### src/rtl/alu_pkg.sv
// alu_pkg: ALU control codes, sequencer state encoding and datapath width shared by mult_seq
package alu_pkg;
    localparam int DATA_W = 32;
    localparam logic [2:0] ALU_AND = 3'b000;
    localparam logic [2:0] ALU_OR  = 3'b001;
    localparam logic [2:0] ALU_ADD = 3'b010;
    localparam logic [2:0] ALU_SUB = 3'b110;
    typedef enum logic [1:0] {IDLE = 2'd0, RUN = 2'd1, DONE = 2'd2} state_t;
endpackage

### src/rtl/mult_seq_if.sv
// mult_seq_if: multiply request/result, datapath ALU request and alu32 port bundle
interface mult_seq_if;
    import alu_pkg::*;
    logic              start;
    logic [DATA_W-1:0] op_a;
    logic [DATA_W-1:0] op_b;
    logic              busy;
    logic              dp_stall;
    logic              done;
    logic [DATA_W-1:0] prod_hi;
    logic [DATA_W-1:0] prod_lo;
    logic [DATA_W-1:0] dp_a;
    logic [DATA_W-1:0] dp_b;
    logic [2:0]        dp_cont;
    logic [DATA_W-1:0] alu_a;
    logic [DATA_W-1:0] alu_b;
    logic [2:0]        alu_cont;
    logic [DATA_W-1:0] alu_res;
    modport master (
        output start, op_a, op_b, dp_a, dp_b, dp_cont, alu_res,
        input  busy, dp_stall, done, prod_hi, prod_lo, alu_a, alu_b, alu_cont
    );
    modport slave (
        input  start, op_a, op_b, dp_a, dp_b, dp_cont, alu_res,
        output busy, dp_stall, done, prod_hi, prod_lo, alu_a, alu_b, alu_cont
    );
endinterface

### src/rtl/mult_seq_alu_port_mux.sv
// alu_port_mux: hands the alu32 ports to the multiplier while busy, else to the datapath
module alu_port_mux
    import alu_pkg::*;
(
    input  logic              sel,
    input  logic [DATA_W-1:0] dp_a,
    input  logic [DATA_W-1:0] dp_b,
    input  logic [2:0]        dp_cont,
    input  logic [DATA_W-1:0] run_a,
    input  logic [DATA_W-1:0] run_b,
    input  logic [2:0]        run_cont,
    output logic [DATA_W-1:0] alu_a,
    output logic [DATA_W-1:0] alu_b,
    output logic [2:0]        alu_cont
);
    always_comb begin
        alu_a    = sel ? run_a : dp_a;
        alu_b    = sel ? run_b : dp_b;
        alu_cont = sel ? run_cont : dp_cont;
    end
endmodule

### src/rtl/mult_seq.sv
// mult_seq: 32x32 shift-add multiplier on the shared alu32 adder; MULT_ZERO_BYPASS_EN skips zero operands
module mult_seq
    import alu_pkg::*;
#(
    parameter logic [2:0] ADD_CODE = ALU_ADD
) (
    input  logic        clk,
    input  logic        rst,
    mult_seq_if.slave   m
);
    state_t            state_q, state_d;
    logic [DATA_W-1:0] hi_q, hi_d, lo_q, lo_d, mcand_q, mcand_d;
    logic [DATA_W-1:0] prod_hi_q, prod_hi_d, prod_lo_q, prod_lo_d;
    logic [4:0]        count_q, count_d;
    logic [DATA_W-1:0] sum, hi_nx, lo_nx;
    logic              carry, cy, zero_op, busy;
`ifdef MULT_ZERO_BYPASS_EN
    assign zero_op = (m.op_a == '0) || (m.op_b == '0);
`else
    assign zero_op = 1'b0;
`endif
    assign busy       = state_q == RUN;
    assign m.busy     = busy;
    assign m.dp_stall = busy;
    assign m.done     = state_q == DONE;
    assign m.prod_hi  = prod_hi_q;
    assign m.prod_lo  = prod_lo_q;
    alu_port_mux u_mux (
        .sel      (busy),
        .dp_a     (m.dp_a),
        .dp_b     (m.dp_b),
        .dp_cont  (m.dp_cont),
        .run_a    (hi_q),
        .run_b    (mcand_q),
        .run_cont (ADD_CODE),
        .alu_a    (m.alu_a),
        .alu_b    (m.alu_b),
        .alu_cont (m.alu_cont)
    );
    // alu32 has no carry out, so rebuild it from the operand and result MSBs
    always_comb begin
        carry = (hi_q[DATA_W-1] & mcand_q[DATA_W-1]) |
                ((hi_q[DATA_W-1] | mcand_q[DATA_W-1]) & ~m.alu_res[DATA_W-1]);
        sum   = lo_q[0] ? m.alu_res : hi_q;
        cy    = lo_q[0] & carry;
        hi_nx = {cy, sum[DATA_W-1:1]};
        lo_nx = {sum[0], lo_q[DATA_W-1:1]};
    end
    always_comb begin
        state_d   = state_q;
        hi_d      = hi_q;
        lo_d      = lo_q;
        mcand_d   = mcand_q;
        count_d   = count_q;
        prod_hi_d = prod_hi_q;
        prod_lo_d = prod_lo_q;
        case (state_q)
            IDLE: if (m.start) begin
                if (zero_op) begin
                    state_d   = DONE;
                    prod_hi_d = '0;
                    prod_lo_d = '0;
                end else begin
                    state_d = RUN;
                    hi_d    = '0;
                    lo_d    = m.op_b;
                    mcand_d = m.op_a;
                    count_d = '0;
                end
            end
            RUN: begin
                hi_d    = hi_nx;
                lo_d    = lo_nx;
                count_d = count_q + 5'd1;
                if (count_q == 5'd31) begin
                    state_d   = DONE;
                    prod_hi_d = hi_nx;
                    prod_lo_d = lo_nx;
                end
            end
            default: state_d = IDLE;
        endcase
    end
    always_ff @(posedge clk) begin
        if (rst) begin
            state_q   <= IDLE;
            hi_q      <= '0;
            lo_q      <= '0;
            mcand_q   <= '0;
            count_q   <= '0;
            prod_hi_q <= '0;
            prod_lo_q <= '0;
        end else begin
            state_q   <= state_d;
            hi_q      <= hi_d;
            lo_q      <= lo_d;
            mcand_q   <= mcand_d;
            count_q   <= count_d;
            prod_hi_q <= prod_hi_d;
            prod_lo_q <= prod_lo_d;
        end
    end
endmodule

### src/flat_wrapper.sv
// flat-port wrapper written by rule: the top's interface ports become plain ports
module mult_seq_flat import alu_pkg::*;
#(
    parameter logic [2:0] ADD_CODE = ALU_ADD
)
  (clk, rst, m_start, m_op_a, m_op_b, m_dp_a, m_dp_b, m_dp_cont, m_alu_res, m_busy, m_dp_stall, m_done, m_prod_hi, m_prod_lo, m_alu_a, m_alu_b, m_alu_cont);
  mult_seq_if m_i ();
  input  logic clk;
  input  logic rst;
  input wire logic [$bits(m_i.start)-1:0] m_start;
  input wire logic [$bits(m_i.op_a)-1:0] m_op_a;
  input wire logic [$bits(m_i.op_b)-1:0] m_op_b;
  input wire logic [$bits(m_i.dp_a)-1:0] m_dp_a;
  input wire logic [$bits(m_i.dp_b)-1:0] m_dp_b;
  input wire logic [$bits(m_i.dp_cont)-1:0] m_dp_cont;
  input wire logic [$bits(m_i.alu_res)-1:0] m_alu_res;
  output wire logic [$bits(m_i.busy)-1:0] m_busy;
  output wire logic [$bits(m_i.dp_stall)-1:0] m_dp_stall;
  output wire logic [$bits(m_i.done)-1:0] m_done;
  output wire logic [$bits(m_i.prod_hi)-1:0] m_prod_hi;
  output wire logic [$bits(m_i.prod_lo)-1:0] m_prod_lo;
  output wire logic [$bits(m_i.alu_a)-1:0] m_alu_a;
  output wire logic [$bits(m_i.alu_b)-1:0] m_alu_b;
  output wire logic [$bits(m_i.alu_cont)-1:0] m_alu_cont;
  assign m_i.start = m_start;
  assign m_i.op_a = m_op_a;
  assign m_i.op_b = m_op_b;
  assign m_i.dp_a = m_dp_a;
  assign m_i.dp_b = m_dp_b;
  assign m_i.dp_cont = m_dp_cont;
  assign m_i.alu_res = m_alu_res;
  assign m_busy = m_i.busy;
  assign m_dp_stall = m_i.dp_stall;
  assign m_done = m_i.done;
  assign m_prod_hi = m_i.prod_hi;
  assign m_prod_lo = m_i.prod_lo;
  assign m_alu_a = m_i.alu_a;
  assign m_alu_b = m_i.alu_b;
  assign m_alu_cont = m_i.alu_cont;
  mult_seq #(.ADD_CODE(ADD_CODE)) u_core (.clk(clk), .rst(rst), .m(m_i));
endmodule
### config.mk
export PLATFORM = sky130hd
export DESIGN_NAME = mult_seq_flat
export DESIGN_NICKNAME = d
export VERILOG_FILES = /design/src/rtl/alu_pkg.sv /design/src/rtl/mult_seq_if.sv /design/src/rtl/mult_seq_alu_port_mux.sv /design/src/rtl/mult_seq.sv /design/src/flat_wrapper.sv
export SDC_FILE = /design/constraint.sdc
export NUM_CORES = 1
export LEC_CHECK = 0
export CORE_AREA = 2 2 128 130
export CTS_CLUSTER_SIZE = 40
export DETAILED_ROUTE_END_ITERATION = 10
export DIE_AREA = 0 0 130 132
export DONT_BUFFER_PORTS = 1
export GPL_TIMING_DRIVEN = 0
export PLACE_DENSITY = 0.61
export REMOVE_ABC_BUFFERS = 1
export SLEW_MARGIN = 10
export SYNTH_ARGS = -nofsm -noshare
export SYNTH_HDL_FRONTEND = slang
export SYNTH_SLANG_ARGS = --single-unit
### constraint.sdc
create_clock -name clk -period 4.55 [get_ports clk]
set_input_delay 0.455 -clock clk [delete_from_list [all_inputs] [get_ports clk]]
set_output_delay 0.455 -clock clk [all_outputs]
set_load 0.03 [all_outputs]
**Word-level counts from Yosys, hierarchy flattened**

Cells that the tools add are included.

- Register bits: 167
- Bits of input ports: 166
- Word-level logic and storage cells: 38

- Add/sub/neg operators: 1
- Eq/ne operators: 5
- Muxes and demuxes: 13
- Bitwise operators: 6
- Reductions and logical operators: 6

Operators by type and width:

| kind | count |
|---|---|
| two-way mux 32 bit | 5 |
| one-hot mux 32 bit (2 select lines) | 2 |
| one-hot mux 5 bit (2 select lines) | 1 |
| AND reduction 2 bit | 4 |
| adder 5 x 1 -> 5 bit, second input constant | 1 |
| equality test 5 bit, second input constant | 1 |
| two-way mux 5 bit | 1 |
| two-way mux 2 bit | 2 |
| one-hot mux 2 bit (2 select lines) | 1 |
| AND 1 bit | 3 |
| two-way mux 3 bit | 1 |
| equality test 2 x 1 -> 1 bit, second input constant | 1 |
| equality test 2 bit, second input constant | 1 |
| zero test 2 bit | 1 |
| != test 2 x 1 -> 1 bit, second input constant | 1 |
| != test 2 bit, second input constant | 1 |
| OR 1 bit | 2 |
| nonzero test 2 bit | 1 |
| inverter 1 bit | 1 |

**Longest topological paths before layout**

Gate-level depths: netlist of the first run.

- Depth after elaboration: 5
- Gate-level depth with buffers: 7
- Depth with buffers taken out: 6

**Modules after synthesis**

Synthesis of the first run repeated with hierarchy kept, for this count alone.

- Cell total of the unflattened synthesis: 716
- Area total of the unflattened synthesis: 7164.4 um^2

By module, submodules not included:

| module | instances | cells each | area each (um^2) | sequential area each (um^2) |
|---|---|---|---|---|
| mult_seq | 1 | 642 | 6241.0 | 3343.2 |
| alu_port_mux | 1 | 74 | 923.4 | 0.0 |

**Worst setup path after synthesis of the first run**

No wires, ideal clock.

- Path kind: register to output
- Start point: register u_core.state_q[1]
- End point: output m_alu_a[14]
- Arrival: 1.469 ns
- Required time: 4.095 ns
- Slack: 2.626 ns
- Cell stages (with the launch flop): 8
- Cells stage by stage: dfxtp_1 > nand2b_1 > buf_2 > inv_2 > buf_2 > buf_2 > nand2_1 > nand2_1

- Cells in the longest elaborated chain, start to end: 2

Ends and longest elaborated chain:

| element | RTL line | source |
|---|---|---|
| start: declaration | mult_seq.sv:11 | `state_t state_q, state_d;` |
| start signal: assignment | mult_seq.sv:94 | `state_q <= state_d;` |
| equality test 2 x 1 -> 1 bit | mult_seq.sv:22 | `assign busy = state_q == RUN;` |
| net m_busy | flat_wrapper.sv:17 | `output wire logic [$bits(m_i.busy)-1:0] m_busy;` |
| two-way mux 32 bit | mult_seq_alu_port_mux.sv:17 | `alu_a = sel ? run_a : dp_a;` |
| end: declaration | flat_wrapper.sv:22 | `output wire logic [$bits(m_i.alu_a)-1:0] m_alu_a;` |

The timed path passes the listed nets, and every way through them passes these cells.

**Final worst setup path of the first run**

- Start point: register u_core.state_q[0]
- End point: output m_alu_a[31]

Same word-level chain as after synthesis.

==> results.sh, run 1 <==
export IMPL_status="completed"
export IMPL_worst_setup_hold_path_clk_slew_ns=0.07
export IMPL_ys_async_sr_fraction=0
export IMPL_reg2regPathDepth=6
export IMPL_cts_max_level=4
export IMPL_relative_contribution_of_sequential_cells_to_total_power=0.452
export IMPL_worstPathCellList="nand2b_4, inv_4, buf_16, nand2_1, nand2_1"
export IMPL_period_share=0.763
export IMPL_fp_row_count=46
export IMPL_final_layout_size_suffix_gt1_frac=0.0612
export IMPL_yosys_warnings=0
export IMPL_path_max_fanout=75
export IMPL_grt_first_pass_wirelength_mm=28.6
export IMPL_drv_cap=0
export IMPL_grt_setup_unrepaired="no"
export IMPL_setup_worst_path_end="m_alu_a[31]"
export IMPL_drt_drc_violations_left=0
export IMPL_synth_area_leader_cell="sky130_fd_sc_hd__dfxtp_1"
export IMPL_cell_internal_pwr_uw=2440
export IMPL_yosys_top_cells_area="sky130_fd_sc_hd__dfxtp_1, sky130_fd_sc_hd__nand2_1, sky130_fd_sc_hd__a21oi_1"
export IMPL_mean_instance_size_in_the_synthesized_netlist_sq_um=8.17
export IMPL_yosysMostFrequentCell="sky130_fd_sc_hd__nand2_1"
export IMPL_setup_worst_path_start="u_core.state_q[0]$_SDFFE_PP0P_"
export IMPL_comb_power_share=0.128
export IMPL_crit_reg2reg_launch="u_core.count_q[0]$_SDFFE_PP0P_"
export IMPL_dieArea_sq_um=17200
export IMPL_detailroute_via_count=5861
export IMPL_min_delay_worst_type="primary input to flip-flop"
export IMPL_dominantRegCellSynth="sky130_fd_sc_hd__dfxtp_1"
export IMPL_cts_repair_resize_count=0
export IMPL_critPathKind="flip-flop to output pin"
export IMPL_timing_slew_headroom=0.271
export IMPL_starting_density_of_the_core=0.443
export IMPL_gr_total_overflow=0
export IMPL_detailedRoute_firstIterationViolations=306
export IMPL_die_h_um=132
export IMPL_accumulated_negative_setup_slack_ns=0
export IMPL_layoutNonFillerInstCount=1033
export IMPL_flow_area_growth_from_synthesis_pct=10.6
export IMPL_synthDistinctLibCells=40
export IMPL_grt_pass1_vias=5455
export IMPL_top_post_synthesis_cells_by_count="sky130_fd_sc_hd__nand2_1, sky130_fd_sc_hd__dfxtp_1, sky130_fd_sc_hd__a21oi_1, sky130_fd_sc_hd__nor2_1, sky130_fd_sc_hd__clkbuf_1"
export IMPL_final_antenna_violating_net_count=0
export IMPL_clock_latency_ns=0.42
export IMPL_finalInstanceArea_sq_um=7690
export IMPL_synthesis_instances=851
export IMPL_gr_usage_all_layers=0.209
export IMPL_final_period_minus_worst_setup_slack_ns=3.47
export IMPL_floorplan_io_pins=300
export IMPL_maximum_root_to_sink_buffer_count=2
export IMPL_clockRootBuffer="sky130_fd_sc_hd__clkbuf_16"
export IMPL_cts_sink_count=167
export IMPL_critical_path_endpoint_type="output pin"
export IMPL_worstSetupStartpointType="flip-flop"
export IMPL_place_area_sq_um=7090
export IMPL_synth_ff_latch_count=167
export IMPL_synth_top_cell_area_share=0.481
export IMPL_routed_wl_mm=18.7
export IMPL_number_of_slew_limit_violations_in_the_final_report=0
export IMPL_dp_cells=1001
export IMPL_die_x_um=130
export IMPL_power_clock_fraction=0.420
export IMPL_drtPass1Iterations=4
export IMPL_globalplace_congestion=0.770
export IMPL_design_power_total_uw=3440
export IMPL_num_antenna_cells=0
export IMPL_worst_ep_required_time_ns=4.09
export IMPL_synth_edf_count=0
export IMPL_power_switching_uw=1000
export IMPL_route_detailed_vias_per_inst=5.67
export IMPL_worst_slew_pin_slew_ns=1.09
export IMPL_hold_ws_ns=0.0990
export IMPL_netSwitchingFraction=0.291
export IMPL_crit_top_cell="sky130_fd_sc_hd__nand2_1"
export IMPL_ff2ff_setup_slack_ns=1.17
export IMPL_dpl_hpwl_mm=12.0
export IMPL_setup_viol=0
export IMPL_grt_start_max_net_pins=105
export IMPL_crit_slowest_cell="sky130_fd_sc_hd__inv_4"
export IMPL_fp_coreArea_sq_um=15700
export IMPL_r2r_end="u_core.m.prod_hi[31]$_SDFFE_PP0P_"
export IMPL_hold_wc_startpoint="rst"
export IMPL_power_static_leakage_uw=0.00312
export IMPL_netlist_area_sq_um=6960
export IMPL_port_buffer_count=0
export IMPL_fmax_mhz=288
export IMPL_cts_setup_buffers=0
export IMPL_clock_tree_from_tritoncts="yes"
export IMPL_hold_violations=0
export IMPL_wire_per_inst_um=18.1
export IMPL_data_arrival_time_of_the_critical_path_ns=3.02
export IMPL_ir_worst_vdd_mv=0.246
export IMPL_worst_setup_skew_after_layout_ns=0.0116
export IMPL_cts_inserted_buffers=17
export IMPL_initial_antenna_violation_count=0
export IMPL_power_density_cell_area_nw_per_um2=447
export IMPL_fraction_of_the_yosys_area_taken_by_sequential_cells=0.481
export IMPL_cts_hold_fix_buffers=0
export IMPL_cpPeakStageDelay_ns=0.64
export IMPL_finish_net_count=972
[state kept, by name, indices dropped and copies added, names as in the netlist]
name              count
u_core.state_q        2
u_core.mcand_q       32
u_core.m.prod_hi     32
u_core.count_q        5
u_core.m.prod_lo     32
u_core.hi_q          32
u_core.lo_q          32
[cells in the final DEF, fill, tap and decap left out, drive strengths merged, types with 2 or more instances in the layout]
cell / Yosys / routed
a211oi: 31 / 31
a21oi: 66 / 66
a22o: 32 / 32
a2bb2oi: 31 / 31
and2: 2 / 2
buf: 36 / 7
clkbuf: 37 / 18
clkinv: 1 / 5
clkinvlp: 0 / 2
dfxtp: 167 / 167
ha: 2 / 2
inv: 2 / 9
mux2i: 31 / 31
nand2: 292 / 292
nand2b: 2 / 2
nand3: 4 / 4
nor2: 65 / 65
nor3b: 2 / 2
o2bb2ai: 31 / 31
[metrics by stage]
stage | utilization | setup slack [ns]
6_report | 0.489 | 1.08
5_1_grt | 0.489 | 0.863
4_1_cts | 0.489 | 0.575
3_5_place_dp | 0.451 | 0.573
3_3_place_gp | 0.439 | -5.10
2_1_floorplan | - | -1.47
[worst max-delay path, delay by kind of cell, from the launching register on]
family	cells	cell delay, ns
simple gates	3	0.99
buf+inv	2	0.99
flops	1	0.55
[worst min-delay path by stage]
stage / endpoint / slack (ns) / cells after the start
after CTS: u_core.hi_q[23]$_SDFFE_PP0P_ / 0.08 / 1
after detailed placement: u_core.mcand_q[10]$_SDFFE_PP0P_ / 0.44 / 2
after global placement: u_core.mcand_q[23]$_SDFFE_PP0P_ / 0.44 / 2
after global routing: u_core.hi_q[23]$_SDFFE_PP0P_ / 0.07 / 1
final: u_core.hi_q[23]$_SDFFE_PP0P_ / 0.1 / 1
after floorplan: u_core.mcand_q[0]$_SDFFE_PP0P_ / 0.43 / 2
[logic make-up (layout without fill, tap and decap cells)]
| logic type | count (synthesis) | in the layout | synth area share |
|---|---|---|---|
| simple gates | 373 | 373 | 0.208 |
| flops | 167 | 167 | 0.481 |
| fa+ha+maj | 3 | 3 | 0.00504 |
| mux | 32 | 32 | 0.0462 |
| buf+inv | 76 | 42 | 0.0478 |
| compound gates | 200 | 200 | 0.212 |
[per-layer routing]
layer  global-route usage  part of all wire  vias up
met1                0.260              0.42     2806
met3               0.0519             0.073       13
met4               0.0657             0.010        0
met5                    0                 0        -
li1                     -                 -     2801
met2                0.353              0.50      241
[power groups by stage]
stage                     registers (uW)  logic, uW  clock network, uW
after global routing                1560        477               1540
after global placement              1590        430                  0
final                               1560        440               1440
after CTS                           1560        442               1480
after floorplan                     1580        357                  0
after detailed placement            1590        441                  0
[area by class of cell]
type                    instances  area (sq um)
fillers                      1509          8020
flip-flops and latches        167          3340
multi-input cells             608          3310
clock buffers                  18           439
well taps                     216           270
clock inverters                14           159
repair buffers                  7           158
inverters                       3          13.8
No activity file was read; power rests on OpenSTA's default activity.
==> run 2: changes to the inputs <==
--- a/config.mk
+++ b/config.mk
@@ -11,7 +11,7 @@
 export DIE_AREA = 0 0 130 132
 export DONT_BUFFER_PORTS = 1
 export GPL_TIMING_DRIVEN = 0
-export PLACE_DENSITY = 0.61
+export PLACE_DENSITY = 0.63
 export REMOVE_ABC_BUFFERS = 1
 export SLEW_MARGIN = 10
 export SYNTH_ARGS = -nofsm -noshare
==> constraint.sdc (replaced) <==
create_clock -name clk -period 2.9 [get_ports clk]
set_input_delay 0.29 -clock clk [delete_from_list [all_inputs] [get_ports clk]]
set_output_delay 0.29 -clock clk [all_outputs]
set_load 0.03 [all_outputs]
==> results.sh, run 2 (same netlist as run 1, synthesis figures left out) <==
export IMPL_period_share=0.927
export IMPL_power_clock_fraction=0.434
export IMPL_clock_latency_ns=0.41
export IMPL_initial_antenna_violation_count=0
export IMPL_postLayoutSetupSlackWorst_ns=0.212
export IMPL_detailroute_via_count=5938
export IMPL_die_h_um=132
export IMPL_number_of_slew_limit_violations_in_the_final_report=0
export IMPL_crit_reg2reg_launch="u_core.state_q[1]$_SDFFE_PP0P_"
export IMPL_final_antenna_violating_net_count=0
export IMPL_crit_top_cell="sky130_fd_sc_hd__nand2_1"
export IMPL_final_cell_mix="sky130_fd_sc_hd__nand2_1, sky130_fd_sc_hd__dfxtp_1, sky130_fd_sc_hd__a21oi_1, sky130_fd_sc_hd__nor2_1, sky130_fd_sc_hd__dlygate4sd3_1"
export IMPL_timing_hold_worst_endpoint="u_core.lo_q[19]$_SDFFE_PP0P_"
export IMPL_port_buffer_count=0
export IMPL_power_switching_uw=1590
export IMPL_dieArea_sq_um=17200
export IMPL_cts_max_level=4
export IMPL_reg2regPathDepth=6
export IMPL_path_delay_family="buffers and inverters"
export IMPL_routed_wl_mm=19.4
export IMPL_critical_path_endpoint_type="output pin"
export IMPL_dpl_hpwl_mm=12.1
export IMPL_hold_violations=0
export IMPL_worstPathCellList="nand2b_4, buf_12, inv_6, bufbuf_16, nand2_1, nand2_1"
export IMPL_data_arrival_time_of_the_critical_path_ns=2.40
export IMPL_cp_num_buf_inv=3
export IMPL_crit_slowest_cell="sky130_fd_sc_hd__dfxtp_1"
export IMPL_cell_internal_pwr_uw=4130
export IMPL_drtPass1Iterations=4
export IMPL_cts_inserted_buffers=17
export IMPL_layout_cells_most_common="sky130_fd_sc_hd__nand2_1"
export IMPL_route_detailed_vias_per_inst=5.50
export IMPL_grt_first_pass_wirelength_mm=29.1
export IMPL_final_layout_size_suffix_gt1_frac=0.0694
export IMPL_power_static_leakage_uw=0.00337
export IMPL_timing_slew_headroom=0.465
export IMPL_accumulated_negative_setup_slack_ns=0
export IMPL_worst_setup_skew_after_layout_ns=0.00976
export IMPL_setup_viol=0
export IMPL_worst_setup_hold_path_clk_slew_ns=0.07
export IMPL_cpPeakStageDelay_ns=0.53
export IMPL_grt_pass1_vias=5525
export IMPL_drv_cap=0
export IMPL_grt_start_max_net_pins=102
export IMPL_critPathKind="flip-flop to output pin"
export IMPL_detailedRoute_firstIterationViolations=303
export IMPL_fp_coreArea_sq_um=15700
export IMPL_gr_total_overflow=0
export IMPL_fmax_mhz=372
export IMPL_wire_per_inst_um=18.0
export IMPL_power_density_cell_area_nw_per_um2=690
export IMPL_finish_utilization=0.527
export IMPL_cts_sink_count=167
export IMPL_hold_wc_startpoint="m_op_b[19]"
export IMPL_die_x_um=130
export IMPL_comb_power_share=0.138
export IMPL_final_period_minus_worst_setup_slack_ns=2.69
export IMPL_dp_cells=1004
export IMPL_drt_drc_violations_left=0
export IMPL_worst_slew_pin_slew_ns=0.802
export IMPL_gr_usage_all_layers=0.214
export IMPL_layoutNonFillerInstCount=1080
export IMPL_starting_density_of_the_core=0.443
export IMPL_maximum_root_to_sink_buffer_count=2
export IMPL_worstSetupStartpointType="flip-flop"
export IMPL_ff2ff_setup_slack_ns=0.38
export IMPL_globalRouteMet1Util=0.280
export IMPL_path_max_fanout=44
export IMPL_clock_tree_from_tritoncts="yes"
export IMPL_status="completed"
export IMPL_netSwitchingFraction=0.278
export IMPL_whs_path_depth=2
export IMPL_ir_worst_vdd_mv=0.409
export IMPL_place_ws_ns=-1.05
export IMPL_globalplace_congestion=0.784
export IMPL_met2_usage=0.339
export IMPL_clockRootBuffer="sky130_fd_sc_hd__clkbuf_16"
export IMPL_num_antenna_cells=0
export IMPL_floorplan_io_pins=300
export IMPL_grt_setup_unrepaired="no"
export IMPL_relative_contribution_of_sequential_cells_to_total_power=0.427
export IMPL_met3_usage=0.0674
export IMPL_min_delay_worst_type="primary input to flip-flop"
export IMPL_grt_busiest_layer="met2"
export IMPL_fp_row_count=46
export IMPL_flow_area_growth_from_synthesis_pct=19.1
export IMPL_finish_net_count=1019
export IMPL_worst_ep_required_time_ns=2.61
export IMPL_r2r_end="u_core.m.prod_lo[12]$_SDFFE_PP0P_"
[run 2: changes by cell type in the layout (fill, tap and decap cells not counted), sizes merged]
| cell | change |
|---|---|
| bufinv | +3 |
| a21oi | +1 |
| inv | +1 |
| clkinvlp | +1 |
| nand2b | +1 |
| buf | +5 |
| clkinv | -5 |
| dlygate4sd3 | +39 |
| bufbuf | +1 |
[run 2: worst max path at each step]
| stage | from | endpoint | slack, ns | cells past startpoint |
|---|---|---|---|---|
| floorplan | u_core.state_q[1]$_SDFFE_PP0P_ | u_core.m.prod_lo[0]$_SDFFE_PP0P_ | -3.12 | 4 |
| global placement | u_core.state_q[1]$_SDFFE_PP0P_ | u_core.m.prod_lo[6]$_SDFFE_PP0P_ | -7.05 | 4 |
| detailed placement | u_core.count_q[0]$_SDFFE_PP0P_ | u_core.m.prod_hi[31]$_SDFFE_PP0P_ | -1.05 | 6 |
| CTS | u_core.count_q[0]$_SDFFE_PP0P_ | u_core.m.prod_hi[31]$_SDFFE_PP0P_ | 0.03 | 6 |
| global route | u_core.state_q[1]$_SDFFE_PP0P_ | m_alu_b[5] | 0.07 | 6 |
| finish | u_core.state_q[1]$_SDFFE_PP0P_ | m_alu_b[5] | 0.21 | 6 |
[run 2: cell type report]
| cell class | instances | area (sq um) |
|---|---|---|
| Sequential cell | 167 | 3350 |
| Tap cell | 216 | 270 |
| Inverter | 3 | 18.8 |
| Fill cell | 1458 | 7430 |
| Timing Repair Buffer | 52 | 678 |
| Clock inverter | 14 | 209 |
| Clock buffer | 18 | 439 |
| Multi-Input combinational cell | 610 | 3320 |
[run 2: power by group through the flow]
stage | sequential (uW) | clock [uW] | combinational, uW
floorplan | 2480 | 0 | 560
global placement | 2500 | 0 | 679
detailed placement | 2490 | 0 | 704
CTS | 2440 | 2520 | 788
global route | 2450 | 2630 | 852
finish | 2440 | 2480 | 790
[run 2: through the flow]
stage,hold WS (ns),power [uW],instance area [sq um]
2_1_floorplan,0.359,3040,6630
3_3_place_gp,0.375,3180,6900
3_5_place_dp,0.376,3200,7160
4_1_cts,0.000644,5750,8260
5_1_grt,0.00560,5940,8290
6_report,0.0230,5720,8290
[run 2: routing by layer]
metal,share of wire,routed length (um)
met1,0.45,8760
met2,0.47,9160
met3,0.068,1320
met4,0.0098,191
met5,0,0
[run 2: what timing repair did]
action                                  CTS  global route
hold endpoints to repair                101             1
cloned                                    2             1
hold buffers                             39             1
endpoints found under the setup margin   79            53
resized for setup                         3             1
buffers inserted                          0             1
pin swaps                                 1             1
